===== src/rtl/mips_muldiv.sv =====
// mips_muldiv -- iterative multiply/divide unit holding the architectural HI/LO pair.
//
// MULT/MULTU use a radix-2 shift-add over a 2*WIDTH accumulator; DIV/DIVU use a
// restoring shift-subtract. Signed ops work on magnitudes and apply the sign
// correction in a final FIX cycle. Latency from accepted start to done is
// WIDTH+1 edges; busy covers exactly that window.
//
// Ports:
//   clock, reset   rising-edge clock, asynchronous active-high reset
//   start, op, a, b  request strobe (sampled in IDLE), op code, rs/rt operands
//                    op: 0 = MULTU, 1 = MULT, 2 = DIVU, 3 = DIV
//   wr_hi, wr_lo, wdata  MTHI/MTLO writes (honoured in IDLE without start)
//   hi, lo         architectural HI/LO
//   busy           operation in progress
//   done           one-cycle pulse when hi/lo take a new result
module mips_muldiv #(
   parameter int WIDTH = 32
) (
   input  logic             clock,
   input  logic             reset,
   input  logic             start,
   input  logic [1:0]       op,
   input  logic [WIDTH-1:0] a,
   input  logic [WIDTH-1:0] b,
   input  logic             wr_hi,
   input  logic             wr_lo,
   input  logic [WIDTH-1:0] wdata,
   output logic [WIDTH-1:0] hi,
   output logic [WIDTH-1:0] lo,
   output logic             busy,
   output logic             done
);

   localparam int CW = (WIDTH > 1) ? $clog2(WIDTH) : 1;
   localparam logic [CW-1:0] LAST = CW'(WIDTH - 1);

   typedef enum logic [1:0] {IDLE, RUN, FIX} state_t;

   state_t state, state_nx;

   logic [CW-1:0]      cnt;
   logic               op_div;     // op[1]: divide
   logic               op_sgn;     // op[0]: signed
   logic               sign_a;
   logic               sign_b;
   logic [WIDTH-1:0]   opnd;       // multiplicand magnitude or divisor magnitude
   logic [2*WIDTH-1:0] acc;        // mul: {partial product, multiplier}; div: {remainder, quotient}

   // Operand magnitudes at the request edge; unsigned ops never see a sign.
   logic             in_sa, in_sb;
   logic [WIDTH-1:0] in_ma, in_mb;

   always_comb begin
      in_sa = op[0] & a[WIDTH-1];
      in_sb = op[0] & b[WIDTH-1];
      in_ma = in_sa ? -a : a;
      in_mb = in_sb ? -b : b;
   end

   // One iteration of each algorithm.
   logic [WIDTH:0]     mul_sum;
   logic [2*WIDTH-1:0] mul_next;
   logic [WIDTH:0]     rem_sh;
   logic [WIDTH:0]     trial;
   logic [2*WIDTH-1:0] div_next;

   always_comb begin
      mul_sum  = {1'b0, acc[2*WIDTH-1:WIDTH]} + (acc[0] ? {1'b0, opnd} : '0);
      mul_next = {mul_sum, acc[WIDTH-1:1]};
      // Remainder shifted left with the next dividend bit; the extra top bit
      // keeps the trial subtraction exact, its borrow selects restore.
      rem_sh   = {acc[2*WIDTH-1:WIDTH], acc[WIDTH-1]};
      trial    = rem_sh - {1'b0, opnd};
      if (trial[WIDTH])
         div_next = {rem_sh[WIDTH-1:0], acc[WIDTH-2:0], 1'b0};
      else
         div_next = {trial[WIDTH-1:0], acc[WIDTH-2:0], 1'b1};
   end

   // Sign correction. A zero divisor yields quotient magnitude all ones and
   // remainder |a|, which the same rules turn into the required results.
   logic [2*WIDTH-1:0] prod;
   logic [WIDTH-1:0]   fix_hi, fix_lo;

   always_comb begin
      prod   = (op_sgn && (sign_a ^ sign_b)) ? -acc : acc;
      fix_hi = prod[2*WIDTH-1:WIDTH];
      fix_lo = prod[WIDTH-1:0];
      if (op_div) begin
         fix_lo = (op_sgn && (sign_a ^ sign_b)) ? -acc[WIDTH-1:0] : acc[WIDTH-1:0];
         fix_hi = (op_sgn && sign_a) ? -acc[2*WIDTH-1:WIDTH] : acc[2*WIDTH-1:WIDTH];
      end
   end

   // Next-state logic.
   always_comb begin
      state_nx = state;
      case (state)
         IDLE:    if (start) state_nx = RUN;
         RUN:     if (cnt == LAST) state_nx = FIX;
         FIX:     state_nx = IDLE;
         default: state_nx = IDLE;
      endcase
   end

   always_ff @(posedge clock or posedge reset) begin
      if (reset) state <= IDLE;
      else       state <= state_nx;
   end

   // Datapath and architectural registers.
   always_ff @(posedge clock or posedge reset) begin
      if (reset) begin
         hi     <= '0;
         lo     <= '0;
         busy   <= 1'b0;
         done   <= 1'b0;
         cnt    <= '0;
         op_div <= 1'b0;
         op_sgn <= 1'b0;
         sign_a <= 1'b0;
         sign_b <= 1'b0;
         opnd   <= '0;
         acc    <= '0;
      end else begin
         done <= 1'b0;
         case (state)
            IDLE: begin
               if (start) begin
                  // start takes priority over MTHI/MTLO in the same cycle
                  op_div <= op[1];
                  op_sgn <= op[0];
                  sign_a <= in_sa;
                  sign_b <= in_sb;
                  opnd   <= op[1] ? in_mb : in_ma;
                  acc    <= {{WIDTH{1'b0}}, (op[1] ? in_ma : in_mb)};
                  cnt    <= '0;
                  busy   <= 1'b1;
               end else begin
                  if (wr_hi) hi <= wdata;
                  if (wr_lo) lo <= wdata;
               end
            end
            RUN: begin
               acc <= op_div ? div_next : mul_next;
               cnt <= cnt + 1'b1;
            end
            FIX: begin
               hi   <= fix_hi;
               lo   <= fix_lo;
               done <= 1'b1;
               busy <= 1'b0;
            end
            default: ;
         endcase
      end
   end

endmodule


===== config.mk =====
export PLATFORM = sky130hd
export DESIGN_NAME = mips_muldiv
export DESIGN_NICKNAME = d
export VERILOG_FILES = /design/src/rtl/mips_muldiv.sv
export SDC_FILE = /design/constraint.sdc
export NUM_CORES = 1
export LEC_CHECK = 0
export CORE_MARGIN = 4
export CORE_UTILIZATION = 53
export CTS_BUF_LIST = sky130_fd_sc_hd__clkbuf_8 sky130_fd_sc_hd__clkbuf_16
export DETAILED_ROUTE_END_ITERATION = 10
export PLACE_DENSITY = 0.77
export SYNTH_ARGS = -nofsm -noshare
export SYNTH_HDL_FRONTEND = slang
export SYNTH_SLANG_ARGS = --single-unit

===== constraint.sdc =====
create_clock -name clock -period 6.5 [get_ports clock]
set_clock_uncertainty 0.15 [all_clocks]
set_input_delay 1.3 -clock clock [delete_from_list [all_inputs] [get_ports clock]]
set_output_delay 1.3 -clock clock [all_outputs]
set_load 0.02 [all_outputs]

Word-level counts from Yosys, hierarchy flattened
Index checks and enable logic that the tools add are counted.
Operators by class
  add/subtract/negate cells: 8
  eq/ne operators: 8
  mux-type cells: 28
  bitwise logic cells: 3
  reduce and logical (&&, ||, !) cells: 11
Operators with widths (count)
  two-way mux 32 bit: 13
  two-way mux 64 bit: 4
  negation 32 bit: 4
  case mux 32 bit (2 select lines): 2
  case mux 64 bit (2 select lines): 1
  negation 64 bit: 1
  adder 32 x 32 -> 33 bit: 1
  subtractor 33 x 32 -> 33 bit: 1
  != test 2 bit (second input constant): 5
  case mux 5 bit (2 select lines): 1
  AND reduction 2 bit: 4
  AND reduction 3 bit: 2
  adder 5 x 1 -> 5 bit (second input constant): 1
  == test 5 bit (second input constant): 1
  two-way mux 5 bit: 1
  two-way mux 2 bit: 2
  case mux 2 bit (2 select lines): 1
  nonzero test 2 bit: 2
  bitwise AND 1 bit: 2
  == test 2 x 1 -> 1 bit (second input constant): 1
  == test 2 bit (second input constant): 1
  logical AND 1 bit: 2
  zero test 2 bit: 1
  two-way mux 1 bit: 2
  other kinds (2): 2
Storage, ports and cells
  register bits after elaboration: 173
  input bits: 103
  output and inout bits: 66
  word-level logic and storage cells: 70

Depth between registers and ports, before layout
Gate-level depths: netlist of run 1.
  depth after elaboration: 5
  mapped depth: 14
  depth with buffers taken out: 13

Worst setup path after synthesis of run 1
No wires, ideal clock.
  kind: input to register
  from: in b[13]
  to: reg opnd[28]
  library setup time: 0.121 ns
  arrival: 3.655 ns
  setup slack: 2.574 ns
  stages: 8
  path buffers: 0
  path through: or4_1 nor4_1 nand3b_1 or3_1 o41a_1 xor2_1 or2_2 a22o_1
Between the ends
  word-level cells in the longest chain between the ends: 3
RTL lines
  start: declaration: line 24  | input logic [WIDTH-1:0] b,
  negation 32 bit: line 57  | in_mb = in_sb ? -b : b;
  two-way mux 32 bit: line 57
  two-way mux 32 bit: line 135  | opnd <= op[1] ? in_mb : in_ma;
  end signal: assignment: line 135
  end: declaration: line 46  | logic [WIDTH-1:0] opnd;
No other way between the ends.
A chain may end at the register's enable or synchronous reset.

Worst setup path after layout of run 1
  from: in b[13]
  to: reg opnd[29]
Same word-level chain as after synthesis.

==> impl_results.md, run 1 <==
- Status: complete, no violations
- Ys Warns: 0
- CTS Buf Count: 17
- Core region area: between 20000 and 30000 um^2
- Grt total ovfl: 0
- CTS tree: yes
- Area grow syn2layout: 16.3%
- Met2 Wirelength: between 20000 and 25000 um
- Layout Nets: approximately 2100
- Synthesized area: around 15000 um^2
- Setup_tns: 0 ns
- Initial antenna violation count: 0
- Clock latency on the worst-skew pair: about 0.45 ns
- ANT cells: 0
- Post-synth cell types: 72
- Req. time, crit path: around 6.7 ns
- Vias in the first global route: 13500
- Final Hold Viols: 0
- Worst rel slew slack: 0.289
- Top Ports: about 170
- Via count: 14600
- Min Hold Slack: 0.339 ns
- Tot GR Track Use: 0.308
- Minimum clock period after layout: 4.34 ns
- First-pass GRT wire length: between 70000 and 80000 um
- Met3 WL: about 4600 um
- Register area share after synthesis: 0.292
- Buf/Inv on CP: 1
- Layout cells sized above 1: 0.0445
- CP max stage cell: nor3b_1
- Vias per cell: between 6 and 7
- DR iter-0 viols: between 1500 and 2000
- Fin. max-slew vios: 0
- Worst Setup Start Kind: input port
- Arr. time, crit path: between 4 and 5 ns
- Syn Inst Count: about 1800
- Final wirelength: 48800 um
- Period utilization: 0.668
- Die X: approximately 180 um
- CTS H-tree depth: 4
- Crit end category: flop
- # hold bufs at CTS: 0
- DIE AREA: 30700 um^2
- Number of flops mapped to enable cells by yosys: 0
- Fmax: 0.230 GHz
- Syn avg cell area: 8.06 um^2
- Placer Congestion: between 0.9 and 1
- Detail Route Antenna Nets: 0
- Pwr dens: around 600 nW/um^2
- RSZ-0062 raised after global routing: false
- CP peak stage delay: 0.67 ns
- Die H: 175 um
- Max Buffers Root-to-Sink: 2
- HPWL after DPL: 37400 um
- Yosys top cell area share: 0.292
- Maximum vdd drop: between 0.3 and 0.4 mV
- Endpoints failing setup: 0
- Drt wl/cell: about 21 um
- Clock sinks: 173
- Drt pass-1 iters: 5
- Clock Tree Root: clkbuf_16
- FF+latch count, synth: approximately 170
- Crit-path cells: clkdlybuf4s50_1 -> or4_1 -> nor4_1 -> nand3b_1 -> nor3b_1 -> a21oi_1 -> xor2_1 -> or2_2 -> a22o_1
- WS Path Type: in -> reg
- Wl on met1: about 21000 um
- Synth area leader: dfrtp_1
- Synth area leaders: dfrtp_1 (29%), mux2i_1 (7.0%), o21ai_0 (6.3%)
- Hold Path Class: reg -> reg
- Num rows: 60
- Port Buffers: roughly 170
- Top Metal Used: met4
- Max-Cap Viols: 0
- Clock Pin Slew Worst Setup and Hold Paths: around 0.08 ns
- Synthesized Nets: a little over 2000
- Delay-heaviest family, CP: simple AND/OR/NAND/NOR gates
- Share of flip-flops with an asynchronous set or reset: 1.00
- Post-CTS Setup Bufs: 0
- Final-layout fill cell count: roughly 2300
- Critical path fanouts, max: 6
- Lkg Pwr: about 0.0070 uW
- Worst-Margin Slew: roughly 1.1 ns
- Main synth FF type: dfrtp_1
- Largest net degree at the start of global routing: roughly 100
- DR DRC count: 0
- Initial core utilization: 0.543
- Post-CTS Resized: 0
==> routing by layer <==
| metal | GRT usage | vias up |
|---|---|---|
| met5 | 0 | - |
| met4 | 0.0959 | 0 |
| met3 | 0.0552 | 76 |
| met2 | 0.475 | 748 |
| met1 | 0.441 | 6981 |
| li1 | - | 6803 |
==> cells in the mapped netlist (5+ instances only) <==
library cell,instances
or3_1,20
ha_1,70
or4_1,13
o21a_1,9
xor2_1,80
inv_1,61
mux2i_1,103
dfrtp_1,173
nand3_1,18
clkbuf_1,92
o21ai_1,5
a31oi_1,26
nor4_1,15
nor2b_1,19
and2_1,12
a21o_1,31
nand2b_1,21
buf_1,21
o21ai_0,185
a22oi_1,20
a21oi_1,162
o31a_1,7
o211ai_1,29
nand2_1,165
o41ai_1,10
o221ai_1,7
o21bai_1,7
and3_1,10
o31ai_1,17
nor2_1,163
a211oi_1,54
nor3_1,21
nand4_1,7
xnor2_1,94
mux2_2,8
or2_2,10
==> cell type report <==
type,instances,area (um^2),share of cell area
clock buffers,17,425,0.0247
inverters,62,239,0.0139
flip-flops and latches,173,4330,0.251
repair buffers,180,1770,0.103
well taps,372,465,0.0270
multi-input cells,1484,9810,0.570
clock inverters,15,185,0.0108
==> through the flow <==
stage	instances	cell area (um^2)	setup slack, ns	util	power [uW]
after floorplan	1836	14800	0.362	-	6990
after global placement	2271	16600	1.85	0.610	8910
after detailed placement	2271	16600	1.76	0.610	9050
after CTS	2303	17200	2.22	0.632	10100
after global routing	2303	17200	1.94	0.632	11000
final	2303	17200	2.16	0.632	10300
==> state kept, by name (all words and copies together) (netlist names) <==
signal	cells
sign_b	1
sign_a	1
cnt	5
op_sgn	1
op_div	1
acc	64
busy	1
state	2
done	1
lo	32
hi	32
opnd	32
==> path summary, 6_finish.rpt <==
check	startpoint	to	slack [ns]	cells after the start
max in group asynchronous	reset	acc[56]	3.79	3
worst max register to register	acc[0]	acc[59]	2.23	12
worst min register to register	busy	busy	0.34	2
min in group asynchronous	reset	lo[9]	1.22	2
worst max-delay path	b[13]	opnd[29]	2.16	9
worst min-delay path	busy	busy	0.34	2
==> worst register-to-register path, stage by stage (launching register included) <==
cell and delay [ns]:
dfrtp_1 0.52, inv_1 0.77, nor2_1 0.14, ha_1 0.40, and2_1 0.20, o21a_1 0.17, a41o_1 0.24, a21bo_2 0.24
a41oi_1 0.44, o21a_1 0.33, o21ai_0 0.20, xnor2_1 0.18, a211oi_1 0.21
==> cell families (layout without fill, tap and decap cells) <==
logic type      Yosys count  after routing  synth area share
flops                   173            173             0.292
mux                     111            111            0.0757
compound gates          614            614             0.258
xor+xnor                174            174             0.103
buf+inv                 179            274            0.0461
simple gates            513            513             0.163
fa+ha+maj                72             72            0.0619
==> power breakdown <==
part           switching [uW]  internal [uW]
registers                 791           1620
clock network             540            526
logic                    4000           2850
==> layout by cell type, fill, tap and decap left out, types with 70 or more instances in the layout <==
| cell type | n |
|---|---|
| dfrtp_1 | 172 |
| mux2i_1 | 103 |
| xnor2_1 | 94 |
| clkdlybuf4s50_1 | 167 |
| o21ai_0 | 185 |
| nor2_1 | 162 |
| nand2_1 | 164 |
| xor2_1 | 80 |
| ha_1 | 70 |
| a21oi_1 | 162 |
Power figures use the tool's default switching activity.
==> run 2: changes to the inputs <==
==> constraint.sdc (replaced) <==
create_clock -name clock -period 3.9 [get_ports clock]
set_clock_uncertainty 0.15 [all_clocks]
set_input_delay 0.78 -clock clock [delete_from_list [all_inputs] [get_ports clock]]
set_output_delay 0.78 -clock clock [all_outputs]
set_load 0.02 [all_outputs]
==> impl_results.md, run 2 (synthesized netlist as in run 1, its figures left out) <==
- Top Metal Used: met4
- Arr. time, crit path: about 4 ns
- Clock Pin Slew Worst Setup and Hold Paths: 0.08 ns
- Buf/Inv on CP: 3
- Worst Setup Start Kind: flop
- WS Path Type: reg -> reg
- First-pass GRT wire length: ~80000 um
- Initial antenna violation count: 0
- Worst hold start: busy
- RSZ-0062 raised after global routing: false
- CTS tree: yes
- Detail Route Antenna Nets: 0
- Largest Register: acc
- Met3 WL: about 5700 um
- Layout cells sized above 1: 0.0902
- Clock sinks: between 150 and 200
- Max reg flops: 64
- CTS Buf Count: 17
- Final core area utilization: 0.662
- Grt total ovfl: 0
- Setup_tns: 0 ns
- ANT cells: 0
- Final Cell Area: roughly 18000 um^2
- Core region area: 27300 um^2
- CP max stage cell: a2111oi_0
- Endpoints failing setup: 0
- Hold endpoint: busy
- Top Ports: between 150 and 200
- Die X: roughly 180 um
- Worst rel slew slack: 0.267
- WHS Path Cells: 2
- Maximum vdd drop: around 0.45 mV
- Max Buffers Root-to-Sink: 2
- Largest net degree at the start of global routing: 94
- Worst-Margin Slew: 1.10 ns
- Critical path fanouts, max: 16
- Hold Path Class: reg -> reg
- CTS H-tree depth: 4
- Clock latency on the worst-skew pair: ~0.44 ns
- HPWL after DPL: ~41000 um
- Max-Cap Viols: 0
- Post-CTS Resized: 0
- Met2 Wirelength: 22300 um
- Cell Area, Placed: 17400 um^2
- Crit end category: flop
- Wl on met1: about 22000 um
- Die H: 175 um
- DR DRC count: 0
- Placer Congestion: around 1
- Vias in the first global route: around 14000
- Initial core utilization: 0.543
- Crit-path cells: inv_1 -> ha_1 -> fa_1 -> nand2b_1 -> a21o_1 -> a211o_1 -> a2111oi_0 -> o31ai_1 -> nor2b_2 -> buf_12 -> nor3_1 -> a2111oi_1 -> buf_4
- Reg2Reg Setup Slack: ~0.14 ns
- Num rows: 60
- Clock Tree Root: clkbuf_16
- Vias per cell: 6.27
- Fin. max-slew vios: 0
- # hold bufs at CTS: 0
- Delay-heaviest family, CP: compound AO/OA/AOI/OAI gates
- Multi-input gate area: 9810 um^2
- Reg area: around 4300 um^2
- Final-layout fill cell count: between 2000 and 2500
- Lkg Pwr: around 0.0075 uW
- Period utilization: 0.965
- Drt wl/cell: about 22 um
- Req. time, crit path: 4.14 ns
- DIE AREA: approximately 31000 um^2
- DR iter-0 viols: 1726
- Reg2reg path depth: 13
- Pwr dens: approximately 1000 nW/um^2
- Fmax: 0.266 GHz
- Via count: ~15000
- Final wirelength: 51900 um
- Final Hold Viols: 0
- Layout Nets: roughly 2200
- R2R Path End: acc[60]
- CP peak stage delay: 0.50 ns
- Tot GR Track Use: 0.329
- Minimum clock period after layout: ~3.8 ns
- Min Hold Slack: between 0.3 and 0.4 ns
- Status: complete, no violations
- Most common cell after layout, fill and taps aside: o21ai_0
- Area grow syn2layout: 21.8%
- Port Buffers: around 170
- Commonest cells after routing, fill and taps aside: o21ai_0 (185), dfrtp_1 (172), clkdlybuf4s50_1 (167), nand2_1 (164)
- Drt pass-1 iters: 7
- Reg2reg start: acc[31]
- Post-CTS Setup Bufs: 0
[run 2: cell type report]
class / instances / area share
clock buffer: 17 / 0.0236
tap: 372 / 0.0258
multi-input combinational: 1484 / 0.544
clock inverter: 15 / 0.00944
sequential: 173 / 0.240
inverter: 62 / 0.0132
timing repair buffer: 277 / 0.144
[run 2: how the worst max path moves through the flow]
| stage | startpoint | end | slack, ns | depth (start not counted) |
|---|---|---|---|---|
| 2_1_floorplan | acc[31] | acc[56] | 0.48 | 13 |
| 3_3_place_gp | a[11] | acc[19] | 0.03 | 10 |
| 3_5_place_dp | a[11] | acc[19] | -0.02 | 10 |
| 4_1_cts | acc[31] | acc[60] | 0.18 | 14 |
| 5_1_grt | acc[31] | acc[60] | 0.01 | 14 |
| 6_report | acc[31] | acc[60] | 0.14 | 13 |
[run 2: stage by stage]
step,total power (uW),std cells,worst slack [ns]
after floorplan,11600,1836,0.479
after global placement,15800,2368,0.0283
after detailed placement,16000,2368,-0.0185
after CTS,17800,2400,0.181
after global routing,19300,2400,0.0119
final,18100,2400,0.137
[run 2: routing by layer]
layer | vias up | track usage
met1 | 7088 | 0.458
met4 | 0 | 0.132
met3 | 99 | 0.0835
met5 | - | 0
li1 | 7012 | -
met2 | 837 | 0.492
[run 2: worst reg2reg max path, stage by stage, from the launching register on]
cell and delay, ns:
dfrtp_1 0.36, inv_1 0.07, ha_1 0.21, fa_1 0.41, nand2b_1 0.19, a21o_1 0.20, a211o_1 0.34, a2111oi_0 0.50
o31ai_1 0.16, nor2b_2 0.21, buf_12 0.19, nor3_1 0.08, a2111oi_1 0.47, buf_4 0.18
[run 2: where the power goes]
group          internal (uW)  switching (uW)
logic                   5350            7300
registers               2710             962
clock network            864             879
